`config.mk`:
```
export PLATFORM = sky130hd
export DESIGN_NAME = ioctl_sdram_writer
export DESIGN_NICKNAME = d
export VERILOG_FILES = /design/src/rtl/ioctl_sdram_writer.sv
export SDC_FILE = /design/constraint.sdc
export NUM_CORES = 1
export LEC_CHECK = 0
export CAP_MARGIN = 20
export CORE_MARGIN = 5
export CORE_UTILIZATION = 48
export CTS_BUF_LIST = sky130_fd_sc_hd__clkbuf_16
export DETAILED_ROUTE_END_ITERATION = 7
export MAX_ROUTING_LAYER = met4
export PLACE_DENSITY = 0.73
export SYNTH_ARGS = -nofsm -noshare
export SYNTH_HDL_FRONTEND = slang
export SYNTH_SLANG_ARGS = --single-unit
```
`constraint.sdc`:
```
create_clock -name clk -period 5.9 [get_ports clk]
set_input_delay 1.77 -clock clk [delete_from_list [all_inputs] [get_ports clk]]
set_output_delay 1.77 -clock clk [all_outputs]
set_load 0.01 [all_outputs]
```
`src/rtl/ioctl_sdram_writer.sv`:
```
// ioctl_sdram_writer: packs the hps_io 8-bit download stream into 32-bit
// little-endian words and issues them as SDRAM write requests over req/ack.
`default_nettype none

module ioctl_sdram_writer #(
  parameter logic [22:0] BASE_ADDR = 23'h0,
  parameter logic [7:0]  PAD_BYTE  = 8'hFF
) (
  input  logic        clk,
  input  logic        reset,
  input  logic [24:0] ioctl_addr,
  input  logic [7:0]  ioctl_data,
  input  logic        ioctl_wr,
  input  logic        ioctl_download,
  output logic        ioctl_wait,
  output logic [22:0] sdram_addr,
  output logic [31:0] sdram_data,
  output logic        sdram_we,
  output logic        sdram_req,
  input  logic        sdram_ack,
  output logic        busy,
  output logic        done,
  output logic [22:0] words_written,
  output logic        overflow
);

  typedef enum logic [1:0] {
    S_IDLE  = 2'd0,
    S_LOAD  = 2'd1,
    S_FLUSH = 2'd2,
    S_DONE  = 2'd3
  } state_t;

  state_t      state_q;
  logic        dl_q;
  logic [31:0] asm_q;
  logic [3:0]  mask_q;
  logic [22:0] base_q;
  logic        full_q;
  logic        pend_q;
  logic [22:0] paddr_q;
  logic [31:0] pdata_q;
  logic [22:0] words_q;
  logic        ovf_q;
  logic        done_q;

  logic        rise;
  logic        accept;
  logic        ack_hit;
  logic        pend_free;
  logic        jump;
  logic        flush_tail;
  logic        move;
  logic [22:0] wr_base;
  logic [22:0] word_addr;
  logic [31:0] padded;

  assign wr_base    = ioctl_addr[24:2];
  assign rise       = ioctl_download & ~dl_q;
  assign accept     = ioctl_wr && (state_q == S_LOAD);
  assign ack_hit    = pend_q && sdram_ack;
  assign pend_free  = !pend_q || sdram_ack;
  assign jump       = accept && !full_q && (mask_q != 4'h0) && (wr_base != base_q);
  assign flush_tail = (state_q == S_FLUSH) && !full_q && (mask_q != 4'h0) && pend_free;
  // A completed word is handed over on the edge after its lane-3 byte lands.
  assign move       = full_q || jump || flush_tail;
  assign word_addr  = BASE_ADDR + {base_q[21:0], 1'b0};

  always_comb begin
    padded = '0;
    for (int k = 0; k < 4; k++) begin
      padded[8*k +: 8] = mask_q[k] ? asm_q[8*k +: 8] : PAD_BYTE;
    end
  end

  always_ff @(posedge clk or posedge reset) begin
    if (reset) begin
      state_q <= S_IDLE;
      dl_q    <= 1'b0;
      asm_q   <= '0;
      mask_q  <= '0;
      base_q  <= '0;
      full_q  <= 1'b0;
      pend_q  <= 1'b0;
      paddr_q <= '0;
      pdata_q <= '0;
      words_q <= '0;
      ovf_q   <= 1'b0;
      done_q  <= 1'b0;
    end else begin
      dl_q   <= ioctl_download;
      done_q <= 1'b0;

      if (ack_hit) begin
        pend_q <= 1'b0;
        if (words_q != '1) words_q <= words_q + 23'd1;
      end

      // Pending slot is refilled on the ack edge itself, so req stays high.
      if (move) begin
        if (pend_free) begin
          pend_q  <= 1'b1;
          paddr_q <= word_addr;
          pdata_q <= padded;
        end else begin
          ovf_q <= 1'b1;
        end
        mask_q <= 4'h0;
        full_q <= 1'b0;
      end

      if (accept) begin
        asm_q[{ioctl_addr[1:0], 3'b000} +: 8] <= ioctl_data;
        mask_q <= (move ? 4'h0 : mask_q) | (4'b0001 << ioctl_addr[1:0]);
        base_q <= wr_base;
        full_q <= (ioctl_addr[1:0] == 2'd3);
      end

      if (rise) begin
        words_q <= '0;
        ovf_q   <= 1'b0;
        mask_q  <= 4'h0;
        full_q  <= 1'b0;
      end

      case (state_q)
        S_IDLE:  if (rise) state_q <= S_LOAD;
        S_LOAD:  if (!ioctl_download) state_q <= S_FLUSH;
        S_FLUSH: begin
          if ((mask_q == 4'h0) && !full_q && pend_free) begin
            state_q <= S_DONE;
            done_q  <= 1'b1;
          end
        end
        S_DONE:  state_q <= S_IDLE;
        default: state_q <= S_IDLE;
      endcase
    end
  end

  assign ioctl_wait    = pend_q;
  assign sdram_req     = pend_q;
  assign sdram_we      = pend_q;
  assign sdram_addr    = paddr_q;
  assign sdram_data    = pdata_q;
  assign busy          = (state_q != S_IDLE);
  assign done          = done_q;
  assign words_written = words_q;
  assign overflow      = ovf_q;

endmodule

`default_nettype wire

```
==> results of run 1 <==
-- flip-flops by register name (all words and copies together) (netlist names) --
register,count
asm_q,32
mask_q,4
ioctl_wait,1
base_q,23
words_written,23
sdram_data,32
sdram_addr,22
dl_q,1
state_q,2
full_q,1
done,1
overflow,1
-- power by group through the flow --
stage / clock network [mW] / registers [mW] / logic (mW)
2_1_floorplan: 0 / 1.65 / 0.876
3_3_place_gp: 0 / 1.63 / 1.50
3_5_place_dp: 0 / 1.65 / 1.55
4_1_cts: 1.18 / 1.63 / 1.56
5_1_grt: 1.22 / 1.69 / 1.70
6_report: 1.17 / 1.64 / 1.56
-- through the flow --
step                      hold slack (ns)  setup WS [ns]  instances
after CTS                           0.486           1.97       1065
after global routing                0.507           1.70       1069
after detailed placement            0.473           1.53       1033
after global placement              0.469           1.60       1033
final                               0.478           1.91       1069
after floorplan                     0.441          0.292        773
-- worst register-to-register path, stage by stage (launching register included) --
cell	delay (ns)
dfrtp_1	0.37
inv_1	0.07
ha_1	0.21
nand2_1	0.75
a211oi_4	0.07
nor2_4	0.71
buf_4	0.34
a22oi_1	0.11
nand3_1	0.13
-- kinds of logic after synthesis --
| group | after synthesis | synth area share, % |
|---|---|---|
| AOI/OAI and AO/OA | 178 | 18.1 |
| xor gates and xnor gates | 37 | 4.35 |
| adders and majority gates | 10 | 1.68 |
| buffers and inverters | 69 | 4.33 |
| DFF | 143 | 48.0 |
| muxes | 3 | 0.420 |
| other | 1 | 0.0503 |
| and+or+nand+nor | 332 | 23.0 |
-- worst paths after layout --
path	start	end	slack, ns
max	ioctl_wr	sdram_data[18]$_DFFE_PP0P_	1.91
min	asm_q[2]$_DFFE_PP0P_	asm_q[2]$_DFFE_PP0P_	0.48
max reg2reg	state_q[1]$_DFFE_PP0P_	sdram_data[18]$_DFFE_PP0P_	3.09
min reg2reg	asm_q[2]$_DFFE_PP0P_	asm_q[2]$_DFFE_PP0P_	0.48
max in group asynchronous	reset	mask_q[3]$_DFF_PP0_	3.12
min in group asynchronous	reset	done$_DFF_PP0_	1.83
-- final cells by class --
class                           count  area share, %
Sequential cell                   143           38.1
Clock inverter                     15           2.34
Clock buffer                       17           4.53
Inverter                            9          0.413
Timing Repair Buffer              136           14.4
Multi-Input combinational cell    561           37.8
Tap cell                          188           2.50
-- cell usage in the layout, fill, tap and decap left out, types with 2 or more instances in the layout --
cell type and count:
bufinv_16 5, o211ai_1 54, nor3_1 3, nand2b_1 34
clkinv_2 2, o22ai_1 2, nand3_1 61, a22oi_1 54
and3_1 7, nand4_1 62, nor2b_1 2, inv_1 9
a211oi_4 2, buf_4 13, dfrtp_1 143, clkbuf_16 17
nand2_1 114, o21a_1 2, a31o_2 5, mux2i_1 2
nor4b_2 2, clkdlybuf4s50_1 120, and4_1 5, a211oi_1 3
clkinvlp_4 4, xor2_1 23, ha_1 10, nor4_1 9
nor2_1 23, a22o_1 24, clkinv_4 3, xnor2_1 14
o21ai_0 12, a21oi_1 13, and2_1 3
-- layer usage --
metal / routed length, um / vias up / part of all wire, %
met1: 9270 / 3316 / 44
met3: 1300 / 41 / 6.2
met5: 0 / - / 0
li1: - / 3046 / -
met2: 10000 / 301 / 48
met4: 441 / 0 / 2.1
==> run metrics, run 1 <==
status finished, final reports clean; GRT overflow 0; Max FO, Critical Path 31; cell-internal power 2.85 mW; I/O pin count between 100 and 150; htree depth 4; final core occ 61.8%; setup TNS 0 ns; CTS buffer count 17; critical path class primary input to register; top cells by area, synth dfrtp_1, nand2_1, a22oi_1, o211ai_1, nand4_1; antenna cells 0; Reg clk slew, reported paths 0.06 ns; Clk Latency, worst-skew pair 0.43 ns; number of flops mapped to enable cells by yosys 0; DRC violations left 0; Final setup viols 0; Sw Share 34.6%; r2r worst-path depth 8; clk root buf clkbuf_16; Async S/R FF share, synth 100%; final hold viol count 0; Required @ worst endpoint roughly 6.3 ns; cells along the critical path clkdlybuf4s50_1 > nand2_1 > a211oi_4 > nor2_4 > buf_4 > a22oi_1 > nand3_1; Tmin final roughly 4 ns; DR WL/cell ~20 um; Post-CTS Setup Repair Bufs 0; crit end category register; main flop type after synthesis dfrtp_1; cell area after synthesis between 7000 and 8000 um^2; slew margin rel. 31.9%; min-delay worst type register to register; top-count cell post-synth dfrtp_1; # hold bufs at CTS 0; filler cell count about 1200; number of port buffers 120; Worst Hold Depth 2; Synth top area share 48.0%; via/cell ratio 6.27; Peak VDD IR 0.261 mV; sequential power share 37.6%; initial antenna violation count 0; Storage cell area around 3600 um^2; period utilization approximately 68%; Seq/Total Area, Yosys 48.0%; Fin Clk Skew roughly 0.0090 ns; Achievable Freq roughly 250 MHz; global route hottest layer met2; GR Layer Usage met1 around a third; post-synthesis register bit count 143; most common library cells after synthesis dfrtp_1, nand2_1, nand4_1, nand3_1; hpwl dp between 10000 and 15000 um; Die X approximately 130 um; First-pass DRT Iterations 5; CP max-delay cell nand2_1; Area Growth Syn to Fin 26.2%; final net count ~900; final RePlAce weighted congestion about 0.9; multi-input combinational cell area roughly 3500 um^2; Rows 45; Overall Global Routing Usage 24.1%; WP depth 7; Core ar. 15200 um^2; Slew @ Worst Pin between 1 and 1.5 ns; CTS tree done; vias after detailed routing roughly 6700; layout cells sized above 1 under 10%; first-pass GRT wire length between 30000 and 40000 um; fin. max-slew vios 0; met3 Use GR ~4.1%; YS warnings 0; initial core utilization 49.0%; Cell Area, Placed a little under 9000 um^2; number of routed nets with antenna violations 0; WP buf/inv 2; Total Power ~4.4 mW; Longest Clk Path Bufs 2; post-CTS sizing 0; CP startpoint kind primary input; Comb power frac a little over a third; Die ar. roughly 18000 um^2; Clock power frac between 20% and 30%; clk sink count 143; drt total wl between 20000 and 25000 um; RSZ-0062 raised after global routing no; CP peak stage delay between 0.7 and 0.8 ns; CP arrival about 4.3 ns; syn avg cell area just under 10 um^2; top cell type by total area after synthesis dfrtp_1; number of global-route vias before repair around 6600; Final Cell Area 9400 um^2; synth unique cells 46; Power Density around 460 nW/um^2; Die H between 100 and 150 um; delay-heaviest family, CP simple AND/OR/NAND/NOR gates; largest net degree at the start of global routing 73; P_sw ~1.5 mW; LEAKAGE 3.94 nW; max_cap viols 0; Mapped Cells between 700 and 800; Syn Nets between 800 and 900; DRT iter0 DRCs 500; M2 GR Usage ~37%
Power figures use the tool's default switching activity.
==> run 2: changes to the inputs <==
==> constraint.sdc (replaced) <==
create_clock -name clk -period 3.8 [get_ports clk]
set_input_delay 1.14 -clock clk [delete_from_list [all_inputs] [get_ports clk]]
set_output_delay 1.14 -clock clk [all_outputs]
set_load 0.01 [all_outputs]
==> run metrics, run 2 (same netlist as run 1, synthesis figures left out) <==
Worst Hold End asm_q[7]$_DFFE_PP0P_; placed insts roughly 1000; reg2reg setup slack roughly 1.5 ns; number of routed nets with antenna violations 0; GRT overflow 0; P_sw ~2.3 mW; DRT iter0 DRCs a little under 600; Overall Global Routing Usage around 24%; setup slack at placement around 0.53 ns; commonest non-fill, non-tap cells in the layout dfrtp_1, clkdlybuf4s50_1, nand2_1; drt total wl about 21000 um; DRC violations left 0; layout cells sized above 1 approximately 6.8%; final RePlAce weighted congestion approximately 0.90; status finished, final reports clean; max_cap viols 0; post-CTS sizing 0; Slew @ Worst Pin between 0.7 and 0.8 ns; Rows between 40 and 50; WP depth 7; CP max-delay cell and2_2; # hold bufs at CTS 0; Clock power frac a little under a quarter; CTS buffer count 17; Die H 135 um; initial antenna violation count 0; CTS tree done; Critical R2R Capture sdram_data[25]$_DFFE_PP0P_; fin. max-slew vios 0; sequential power share between 30% and 40%; clk root buf clkbuf_16; cells along the critical path clkdlybuf4s50_1 > xor2_1 > nor4_1 > and2_2 > buf_4 > nand4_1 > nand3_1; setup TNS 0 ns; Worst Hold Depth 2; RSZ-0062 raised after global routing no; Sw Share 35.7%; Die X 135 um; Tmin final about 2.9 ns; min-delay worst type register to register; final hold viol count 0; hpwl dp 13900 um; Comb power frac a little under two fifths; Longest Clk Path Bufs 2; Reg clk slew, reported paths roughly 0.060 ns; CP peak stage delay ~0.54 ns; First-pass DRT Iterations 5; number of non-filler instances in the completed layout roughly 1100; Required @ worst endpoint a little over 4 ns; critical path class primary input to register; I/O pin count roughly 120; CP arrival roughly 3.3 ns; largest net degree at the start of global routing 95; vias after detailed routing 6724; clk sink count about 140; Fin Clk Skew a little under 0.006 ns; Clk Latency, worst-skew pair between 0.4 and 0.5 ns; worst r2r src mask_q[1]$_DFF_PP0_; Area Growth Syn to Fin 25.2%; CP startpoint kind primary input; Peak VDD IR ~0.38 mV; Core ar. 15200 um^2; r2r worst-path depth 6; crit end category register; Achievable Freq roughly 340 MHz; DR WL/cell between 15 and 20 um; antenna cells 0; period utilization approximately 76%; delay-heaviest family, CP simple AND/OR/NAND/NOR gates; Die ar. approximately 18000 um^2; slew margin rel. between 50% and 60%; first-pass GRT wire length around 35000 um; hold path startpoint asm_q[7]$_DFFE_PP0P_; cell-internal power approximately 4.2 mW; Max FO, Critical Path 19; final worst setup slack around 0.9 ns; commonest non-fill, non-tap cell in the layout dfrtp_1; Post-CTS Setup Repair Bufs 0; LEAKAGE about 4 nW; Total Power around 6.5 mW; number of global-route vias before repair 6950; number of port buffers 120; Power Density 694 nW/um^2; WP buf/inv 2; via/cell ratio 6.27; Final setup viols 0; final net count 920; initial core utilization approximately 49%; htree depth 4
-- run 2: changes by cell type in the layout (fill, tap and decap cells not counted), moves of 2 or more --
cell	previous run	this run
buf_12	1	5
bufinv_16	5	1
buf_4	13	15
clkinv_4	3	0
inv_1	9	11
clkinvlp_4	4	2
clkinv_1	0	6
-- run 2: layout make-up --
class | count | area (um^2)
clock buffer | 17 | 425
clock inverter | 14 | 86.3
fill | 1236 | 5880
inverter | 9 | 37.5
multi-input combinational | 561 | 3550
sequential | 143 | 3580
tap | 188 | 235
timing repair buffer | 140 | 1410
-- run 2: per-stage QoR --
step / hold slack, ns / utilization (%) / area (um^2)
after global placement: 0.465 / 58.0 / 8810
after detailed placement: 0.472 / 58.0 / 8810
final: 0.487 / 61.3 / 9330
after global routing: 0.496 / 61.3 / 9330
after floorplan: 0.441 / - / 7450
after CTS: 0.486 / 61.3 / 9330
-- run 2: power by group through the flow --
stage | combinational (mW) | sequential, mW | clock [mW]
global placement | 2.35 | 2.53 | 0
floorplan | 1.36 | 2.56 | 0
detailed placement | 2.43 | 2.57 | 0
finish | 2.44 | 2.56 | 1.48
CTS | 2.45 | 2.55 | 1.50
global route | 2.66 | 2.63 | 1.56
-- run 2: how the worst max path moves through the flow --
stage,start,end,slack (ns)
2_1_floorplan,reset,asm_q[0]$_DFFE_PP0P_,0.87
3_3_place_gp,ioctl_addr[7],sdram_data[13]$_DFFE_PP0P_,0.60
3_5_place_dp,ioctl_addr[0],asm_q[17]$_DFFE_PP0P_,0.53
4_1_cts,state_q[0]$_DFFE_PP0P_,busy,0.91
5_1_grt,ioctl_addr[9],mask_q[3]$_DFF_PP0_,0.77
6_report,ioctl_addr[16],sdram_data[1]$_DFFE_PP0P_,0.90
-- run 2: worst min-delay path: cells and delay by family (launching register included) --
family | cells | cell delay, ns
DFF | 1 | 0.33
AOI/OAI and AO/OA | 1 | 0.07
and+or+nand+nor | 1 | 0.05
-- run 2: routing by layer --
layer	wire (um)	GRT usage [%]	part of all wire, %	up-vias
li1	-	-	-	3059
met1	9340	32.6	44	3336
met2	10100	37.6	48	294
met3	1280	3.65	6.0	35
met4	435	10.0	2.1	0
met5	0	-	0	-
